<file path="src/rtl/data_mem_arbiter_pkg.sv">
// Shared definitions for data_mem_arbiter: FSM state encoding, default word
// width and the legal range of the memory read latency.
package data_mem_arbiter_pkg;

  localparam int WORD_W      = 16;
  localparam int MEM_LAT_MIN = 1;
  localparam int MEM_LAT_MAX = 7;
  localparam int LAT_CNT_W   = 3;

  typedef enum logic [1:0] {
    IDLE  = 2'd0,
    ISSUE = 2'd1,
    WAIT  = 2'd2,
    ACK   = 2'd3
  } arb_state_t;

  // Out-of-range latencies are pulled back into the supported window.
  function automatic int clamp_lat(input int lat);
    if (lat < MEM_LAT_MIN) begin
      return MEM_LAT_MIN;
    end else if (lat > MEM_LAT_MAX) begin
      return MEM_LAT_MAX;
    end else begin
      return lat;
    end
  endfunction

endpackage

</file>
<file path="src/rtl/data_mem_arbiter_arb_pick.sv">
// arb_pick: two-way winner selection. On contention the requester that did not
// win last time is chosen; a constant last_grant of 1 gives fixed priority to 0.
module arb_pick (
  input  logic req0,
  input  logic req1,
  input  logic last_grant,
  output logic valid,
  output logic winner
);

  always_comb begin
    valid = req0 | req1;
    if (req0 && req1) begin
      winner = ~last_grant;
    end else if (req1) begin
      winner = 1'b1;
    end else begin
      winner = 1'b0;
    end
  end

endmodule

</file>
<file path="src/rtl/data_mem_arbiter.sv">
// data_mem_arbiter: serialises two requesters onto one single-port data memory.
// Define ARB_ROUND_ROBIN_EN for alternating priority; default favours requester 0.
module data_mem_arbiter
  import data_mem_arbiter_pkg::*;
#(
  parameter int ADDR_W  = 16,
  parameter int DATA_W  = WORD_W,
  parameter int MEM_LAT = 1
) (
  input  logic              clk,
  input  logic              reset,
  input  logic              req0,
  input  logic              req1,
  input  logic              we0,
  input  logic              we1,
  input  logic [ADDR_W-1:0] addr0,
  input  logic [ADDR_W-1:0] addr1,
  input  logic [DATA_W-1:0] wdata0,
  input  logic [DATA_W-1:0] wdata1,
  output logic              ack0,
  output logic              ack1,
  output logic [DATA_W-1:0] rdata,
  output logic              mem_en,
  output logic              mem_we,
  output logic [ADDR_W-1:0] mem_addr,
  output logic [DATA_W-1:0] mem_wdata,
  input  logic [DATA_W-1:0] mem_rdata,
  output logic              busy,
  output logic              gnt_id
);

  localparam int                   LAT      = clamp_lat(MEM_LAT);
  localparam logic [LAT_CNT_W-1:0] LAT_LOAD = LAT_CNT_W'(LAT);

  arb_state_t           state;
  arb_state_t           state_nx;
  logic [LAT_CNT_W-1:0] cnt;
  logic [LAT_CNT_W-1:0] cnt_nx;
  logic                 grant;
  logic                 capture;
  logic                 cmd_we;
  logic                 last_grant;
  logic                 pick_valid;
  logic                 pick_winner;
  logic                 sel_we;
  logic [ADDR_W-1:0]    sel_addr;
  logic [DATA_W-1:0]    sel_wdata;

  arb_pick u_pick (
    .req0       (req0),
    .req1       (req1),
    .last_grant (last_grant),
    .valid      (pick_valid),
    .winner     (pick_winner)
  );

`ifdef ARB_ROUND_ROBIN_EN
  always_ff @(posedge clk or posedge reset) begin
    if (reset) begin
      last_grant <= 1'b1;
    end else if (grant) begin
      last_grant <= pick_winner;
    end else begin
      last_grant <= last_grant;
    end
  end
`else
  assign last_grant = 1'b1;
`endif

  always_comb begin
    if (pick_winner) begin
      sel_we    = we1;
      sel_addr  = addr1;
      sel_wdata = wdata1;
    end else begin
      sel_we    = we0;
      sel_addr  = addr0;
      sel_wdata = wdata0;
    end
  end

  always_ff @(posedge clk or posedge reset) begin
    if (reset) begin
      state <= IDLE;
      cnt   <= '0;
    end else begin
      state <= state_nx;
      cnt   <= cnt_nx;
    end
  end

  // Next state; the counter reaching 1 marks the cycle mem_rdata is valid.
  always_comb begin
    state_nx = state;
    cnt_nx   = cnt;
    grant    = 1'b0;
    capture  = 1'b0;
    case (state)
      IDLE: begin
        if (pick_valid) begin
          grant    = 1'b1;
          state_nx = ISSUE;
        end else begin
          state_nx = IDLE;
        end
      end
      ISSUE: begin
        cnt_nx   = LAT_LOAD;
        state_nx = WAIT;
      end
      WAIT: begin
        if (cnt == LAT_CNT_W'(1)) begin
          capture  = ~cmd_we;
          state_nx = ACK;
        end else begin
          cnt_nx   = cnt - LAT_CNT_W'(1);
          state_nx = WAIT;
        end
      end
      ACK: begin
        state_nx = IDLE;
      end
      default: begin
        state_nx = IDLE;
        cnt_nx   = '0;
      end
    endcase
  end

  // Outputs are registered from the next state so they line up with it.
  always_ff @(posedge clk or posedge reset) begin
    if (reset) begin
      mem_en    <= 1'b0;
      mem_we    <= 1'b0;
      mem_addr  <= '0;
      mem_wdata <= '0;
      ack0      <= 1'b0;
      ack1      <= 1'b0;
      busy      <= 1'b0;
      rdata     <= '0;
      gnt_id    <= 1'b1;
      cmd_we    <= 1'b0;
    end else begin
      mem_en <= grant;
      mem_we <= grant & sel_we;
      busy   <= (state_nx != IDLE);
      ack0   <= (state_nx == ACK) & ~gnt_id;
      ack1   <= (state_nx == ACK) & gnt_id;
      if (capture) begin
        rdata <= mem_rdata;
      end else begin
        rdata <= rdata;
      end
      if (grant) begin
        gnt_id    <= pick_winner;
        cmd_we    <= sel_we;
        mem_addr  <= sel_addr;
        mem_wdata <= sel_wdata;
      end else begin
        gnt_id    <= gnt_id;
        cmd_we    <= cmd_we;
        mem_addr  <= mem_addr;
        mem_wdata <= mem_wdata;
      end
    end
  end

endmodule

</file>
<file path="config.mk">
export PLATFORM = sky130hd
export DESIGN_NAME = data_mem_arbiter
export DESIGN_NICKNAME = d
export VERILOG_FILES = /design/src/rtl/data_mem_arbiter_pkg.sv /design/src/rtl/data_mem_arbiter_arb_pick.sv /design/src/rtl/data_mem_arbiter.sv
export SDC_FILE = /design/constraint.sdc
export NUM_CORES = 1
export LEC_CHECK = 0
export ABC_AREA = 0
export ABC_CLOCK_PERIOD_IN_PS = 2400
export CORE_AREA = 2 2 87 89
export DETAILED_ROUTE_END_ITERATION = 8
export DIE_AREA = 0 0 89 91
export PLACE_DENSITY_LB_ADDON = 0.3
export SYNTH_ARGS = -nofsm -noshare
export SYNTH_HDL_FRONTEND = slang
export SYNTH_SLANG_ARGS = --single-unit
</file>
<file path="constraint.sdc">
create_clock -name clk -period 2.4 [get_ports clk]
set_input_delay 0.24 -clock clk [delete_from_list [all_inputs] [get_ports clk]]
set_output_delay 0.24 -clock clk [all_outputs]
set_load 0.02 [all_outputs]
</file>
==> summary.txt, run 1 <==
Floorplanning
  – Die height: between 90 and 100 um
  – Top Ports: 140
  – Initial Util: 39.17%
  – Full die area: 8099 sq um
  – Cell Rows: 31
  – Core ar.: around 7000 sq um
  – Die width: 89 um

Layout
  – Sequential Area: 1503 sq um
  – Syn-to-layout area delta: 60.92%
  – Final std cells w/o fill: 499
  – Footprint of the multi-input gates: 1157 sq um
  – Post-layout util: 63.03%
  – Share of cells above drive strength 1: a little under an eighth
  – Fillers: 600
  – N_diodes: 0
  – Number of nets in the layout: 487

Placement
  – Port Buffers: about 140
  – Placer Congestion: 0.7481
  – DPL Wire Length: 5.423 mm
  – Placed cells: 483

Global routing
  – Vias in the first global route: about 2.6k
  – Global-route wire length before repair: 11.96 mm
  – Initial antenna violation count: 0
  – Total track usage: 19.12%
  – Total grt overflow: 0
  – Largest net degree at the start of global routing: 40

Routing
  – Vias: 2519
  – Iter 0 DRT Violations: 142
  – DRC: 0
  – Antenna-violating nets left: 0
  – Routed WL per cell: 15.16 um
  – Final WL: 7.563 mm
  – Vias per cell: 5.048
  – Detailed Routing Iterations Pass 1: 4

Timing
  – Final setup fails: 0
  – Worst Tran Pin Value: ~0.6 ns
  – RSZ-0062 raised after global routing: no
  – Clk_skew: 0.007769 ns
  – WHS: 0.2814 ns
  – Period minus WS final: 1.840 ns
  – Final setup TNS: 0 ns
  – Max Fclk: roughly 540 MHz
  – Final Hold Fails: 0
  – Final Cycle Share: approximately three quarters
  – Relative slew slack: between 50 and 60%
  – Slew Limit Fails: 0

Synthesis
  – Post-synthesis sequential area ratio: 53.76%
  – Register bit total from synthesis: 60
  – Warnings, synthesis: 0
  – Syn nets: 350
  – Post-synth cell types: 35
  – Synth Cell Area: 2795 sq um
  – Avg Cell Area, Syn: 10.83 sq um
  – Post-Synthesis Cells: 258

Min path
  – HP Class: input port to async pin

Critical path
  – Crit end category: flip-flop
  – Critical-path cell list: inv_1 > ha_2 > nand2_2 > o22ai_1 > a21oi_1
  – Critical path's slowest cell: ha_2
  – CP top delay family: adder cells
  – Max incr delay on CP: approximately 0.54 ns
  – FF-to-FF setup slack: 0.56 ns
  – FF-to-FF End: mem_addr[0]
  – CP arrival: 2.03 ns
  – Crit start category: flip-flop
  – Reg2reg start: state[0]
  – Kind of critical path: flip-flop to flip-flop
  – Worst path depth: 5
  – Crit-path max FO: 27
  – CP Buf/Inv Count: 1
  – Reg2reg path depth: 5
  – WP data required: 2.59 ns

Clock tree
  – Deepest clock path buffer count: 2
  – CTS Hold Bufs: 0
  – CTS H-tree lvls: 3
  – CTS resizes: 0
  – CTS Sinks: 60
  – Num CTS Buffers: 9
  – Worst-path clk slew: 0.06 ns
  – Post-CTS setup buffer count: 0
  – Root buf cell: clkbuf_8
  – TritonCTS clock tree: built
  – Clock Latency Late Sink: 0.33 ns

Job
  – Max-capacitance violation count: 0

Power and ir drop
  – PD cells: 1307 nW/um^2
  – Final Power: 5877 uW
  – VDD IR max: approximately 0.63 mV
  – Leakage: around 0.0019 uW

Run status
  – Outcome: finished, final reports clean
## routing by layer
| metal | vias to the layer above | share of wire, % | global-route usage (%) |
|---|---|---|---|
| met3 | 9 | 7.3 | 4.545 |
| met1 | 1200 | 42 | 23.29 |
| met5 | - | 0 | 0 |
| met2 | 108 | 49 | 31.90 |
| met4 | 0 | 1.7 | 8.085 |
| li1 | 1202 | - | - |
## worst max path at each step
stage                        start           end  slack (ns)
after global placement    state[0]  mem_addr[13]        0.63
after CTS                 state[0]   mem_addr[0]        0.54
after detailed placement  state[0]  mem_addr[15]        0.56
final                     state[0]   mem_addr[0]        0.56
after floorplan              reset          ack0        0.68
after global routing      state[0]  mem_addr[15]        0.36
## layout make-up
type                            instances  area share [%]
Sequential cell                        60           33.41
Timing Repair Buffer                  145           32.21
Multi-Input combinational cell        171           25.73
Clock buffer                           12           3.672
Tap cell                               99           2.754
Clock inverter                          4           1.558
Inverter                                8          0.6676
## metrics by stage
| stage | setup WS [ns] | area [sq um] |
|---|---|---|
| global route | 0.3589 | 4498 |
| detailed placement | 0.5626 | 4263 |
| global placement | 0.6339 | 4263 |
| finish | 0.5596 | 4498 |
| floorplan | 0.6770 | 2795 |
| CTS | 0.5397 | 4498 |
## synth_stat cells, drive strengths merged
master,number,share of area (%)
nor2,4,1.1
o22ai,19,4.3
and3b,1,0.31
a21o,1,0.27
nand3b,18,5.3
o21ai,24,4.4
o2bb2ai,1,0.31
clkinv,1,0.13
a32oi,4,1.3
dfstp,1,0.94
a22o,1,0.31
clkbuf,5,0.67
ha,6,2.7
nor2b,2,0.54
dfrtp,59,53
inv,7,0.94
a32o,1,0.36
and2,1,0.22
nand2,20,2.8
a21oi,19,3.4
buf,14,3.2
mux2,16,7.8
and3,1,0.22
or2,1,0.22
nand3,31,5.6
## report_power, final
group          switching, uW  internal [uW]  leakage, uW
registers                295           1500     0.000716
logic                   1520           1510      0.00104
clock network            375            666     0.000122
## state kept, by name, summed over array words and instances (netlist names)
| register | count |
|---|---|
| ack0 | 1 |
| ack1 | 1 |
| busy | 1 |
| cmd_we | 1 |
| cnt | 3 |
| gnt_id | 1 |
| mem_addr | 16 |
| mem_en | 1 |
| mem_wdata | 16 |
| mem_we | 1 |
| rdata | 16 |
| state | 2 |
## worst register-to-register path, delay by kind of cell (launching register included)
family / cells / cell delay (ns)
AO/OA/AOI/OAI: 2 / 0.29
adder cells (fa/ha/maj): 1 / 0.54
buffers and inverters: 1 / 0.12
flip-flops: 1 / 0.39
AND/OR/NAND/NOR: 1 / 0.37
## logic make-up (layout without fill, tap and decap cells)
family          count (synthesis)  after routing  share of synthesized area, %
flops                          60             60                         53.76
compound gates                 70             70                         14.59
simple gates                   79             79                         16.25
fa+ha+maj                       6              6                         2.686
buf+inv                        27            169                         4.924
mux                            16             16                         7.788
## cells in the final DEF (no fill, tap or decap), types with 5 or more instances in the layout
cell type / n
nand2_1: 19
mux2_4: 10
nand3b_1: 17
clkbuf_8: 12
o21ai_0: 22
mux2_2: 6
inv_1: 6
o22ai_1: 19
nand3_1: 31
a21oi_1: 19
clkdlybuf4s50_1: 139
ha_1: 5
dfrtp_1: 59
buf_4: 5
Note: power is estimated with default switching activity, not from simulation.
==> inputs of run 2 (changes only) <==
ABC_CLOCK_PERIOD_IN_PS = 1900   (was 2400)
clock period = 1.9 ns   (was 2.4 ns; I/O delays follow)
==> summary.txt, run 2 (synthesis gave the netlist of run 1 again) <==
Layout
  – N_diodes: 0 (unchanged)
  – Number of nets in the layout: 493 (+1.2%)
  – Share of cells above drive strength 1: 12.59% (+1.1 points)
  – Post-layout util: 63.03% (unchanged)
  – Fillers: 621 (+3.5%)
  – Commonest cells after routing, fill and taps aside: clkdlybuf4s50_1 (139), dfrtp_1 (59), nand3_1 (31), o21ai_0 (22)
  – Top Registers: mem_addr x16, mem_wdata x16, rdata x16
  – Syn-to-layout area delta: 60.92% (unchanged)
  – Commonest non-fill, non-tap cell in the layout: clkdlybuf4s50_1

Placement
  – Port Buffers: 139 (unchanged)
  – Placer Congestion: 0.7527 (+0.61%)
  – DPL Wire Length: 5.627 mm (+3.8%)
  – Pre-CTS setup slack: 0.1556 ns (-0.4070 ns)

Floorplanning
  – Die width: 89 um (unchanged)
  – Die height: 91 um (unchanged)
  – Core ar.: 7137 sq um (unchanged)
  – Initial Util: 39.17% (unchanged)
  – Full die area: 8099 sq um (unchanged)
  – Cell Rows: 31 (unchanged)
  – Top Ports: 140 (unchanged)

Power and ir drop
  – VDD IR max: 0.7902 mV (+25%)
  – Sequential Power Share: 31.4% (+0.8 points)
  – Clock power frac: 15.4% (-2.3 points)
  – Combinational Power Share: 53.2% (+1.5 points)
  – Sw Share: 38.57% (+1.2 points)
  – PD cells: 1618 nW/um^2 (+24%)
  – Int Pwr: 4472 uW (+21%)
  – Switching pwr: 2808 uW (+28%)
  – Leakage: 0.001886 uW (+0.25%)

Timing
  – Clk_skew: 0.005046 ns (-0.002723 ns)
  – Worst Slack Setup Final: 0.1640 ns (-0.3956 ns)
  – Relative slew slack: 57.48% (-2.1 points)
  – Final Cycle Share: 91.37% (+15 points)
  – Final setup fails: 0 (unchanged)
  – RSZ-0062 raised after global routing: no
  – Worst Tran Pin Value: 0.6350 ns (+0.03207 ns)
  – Final Hold Fails: 0 (unchanged)
  – Slew Limit Fails: 0 (unchanged)
  – Max Fclk: 576.0 MHz (+6.0%)
  – Final setup TNS: 0 ns (unchanged)
  – Period minus WS final: 1.736 ns (-0.1044 ns)

Critical path
  – WP data required: 2.12 ns (-0.47 ns)
  – Max incr delay on CP: 0.38 ns (-0.16 ns)
  – Crit end category: flip-flop
  – CP startpoint: state[0]
  – Critical path's slowest cell: dfrtp_1
  – Kind of critical path: flip-flop to flip-flop
  – Reg2reg start: state[0]
  – Critical-path cell list: inv_1 > ha_1 > nand3b_4 > nor2_8 > mux2_2
  – CP arrival: 1.95 ns (-0.08 ns)
  – Crit-path max FO: 16 (-41%)
  – Crit start category: flip-flop

Clock tree
  – CTS Sinks: 60 (unchanged)
  – CTS H-tree lvls: 3 (unchanged)
  – Post-CTS setup buffer count: 0 (unchanged)
  – Clock Latency Late Sink: 0.33 ns (about the same)
  – TritonCTS clock tree: built
  – CTS resizes: 0 (unchanged)
  – Deepest clock path buffer count: 2 (unchanged)
  – CTS Hold Bufs: 0 (unchanged)
  – Worst-path clk slew: 0.07 ns (about the same)
  – Root buf cell: clkbuf_8
  – Num CTS Buffers: 9 (unchanged)

Global routing
  – Largest net degree at the start of global routing: 61 (+53%)
  – Total grt overflow: 0 (unchanged)
  – Vias in the first global route: 2640 (+2.4%)
  – Global-route wire length before repair: 12.43 mm (+4.0%)
  – Initial antenna violation count: 0 (unchanged)
  – Total track usage: 19.81% (+0.68 points)

Routing
  – Detailed Routing Iterations Pass 1: 6 (+2)
  – Routed WL per cell: 15.60 um (+2.9%)
  – Vias: 2543 (+0.95%)
  – Iter 0 DRT Violations: 92 (-35%)
  – Antenna-violating nets left: 0 (unchanged)
  – DRC: 0 (unchanged)
  – Final WL: 7.861 mm (+3.9%)
  – Vias per cell: 5.046 (about the same)

Job
  – Max-capacitance violation count: 0 (unchanged)

Min path
  – HP Class: input port to async pin

Run status
  – Outcome: finished, final reports clean
[run 2: cell count changes in the layout (fill, tap and decap cells not counted), sizes merged]
cell / previous run / this run
buf: 6 / 12
clkbuf: 12 / 10
bufinv: 2 / 1
clkinv: 3 / 4
clkinvlp: 0 / 1
[run 2: final timing paths]
check / end / slack (ns) / cells past startpoint
max in group asynchronous: gnt_id / 1.37 / 3
max reg2reg: rdata[2] / 0.16 / 5
min reg2reg: mem_wdata[7] / 0.48 / 2
min: busy / 0.22 / 3
max: rdata[2] / 0.16 / 5
min in group clk: mem_wdata[5] / 0.42 / 3
[run 2: worst max-delay path, delay by kind of cell, from the launching register on]
kind / cells / cell delay (ns)
and+or+nand+nor: 2 / 0.46
DFF: 1 / 0.38
muxes: 1 / 0.38
adders and majority gates: 1 / 0.29
buffers and inverters: 1 / 0.11
[run 2: routing by layer]
layer  track usage (%)  wire length, um  vias up
met2             32.65             3762       90
met4             8.209              146        0
met5                 0                0        -
met1             24.36             3424     1227
li1                  -                -     1216
met3             5.000              527       10
[run 2: power by group through the flow]
stage	clock [uW]	combinational, uW	sequential (uW)
floorplan	0	1540	2950
global placement	0	3810	2280
detailed placement	0	3910	2300
CTS	1150	3910	2290
global route	1190	4190	2360
finish	1120	3870	2280
[run 2: cell type report]
cell class / count / area [sq um] / area share, %
clock inverter: 5 / 52.55 / 1.168
timing repair buffer: 151 / 1494 / 33.21
sequential: 60 / 1503 / 33.41
tap: 99 / 123.9 / 2.754
clock buffer: 10 / 137.6 / 3.060
multi-input combinational: 171 / 1157 / 25.73
inverter: 8 / 30.03 / 0.6676
[run 2: per-stage QoR]
stage / total power (uW) / area (sq um) / hold slack (ns) / instances
CTS: 7348 / 4498 / 0.2430 / 504
detailed placement: 6204 / 4308 / 0.4662 / 489
global placement: 6084 / 4308 / 0.4585 / 489
finish: 7280 / 4498 / 0.2248 / 504
floorplan: 4491 / 2795 / 0.3060 / 258
global route: 7738 / 4498 / 0.2717 / 504
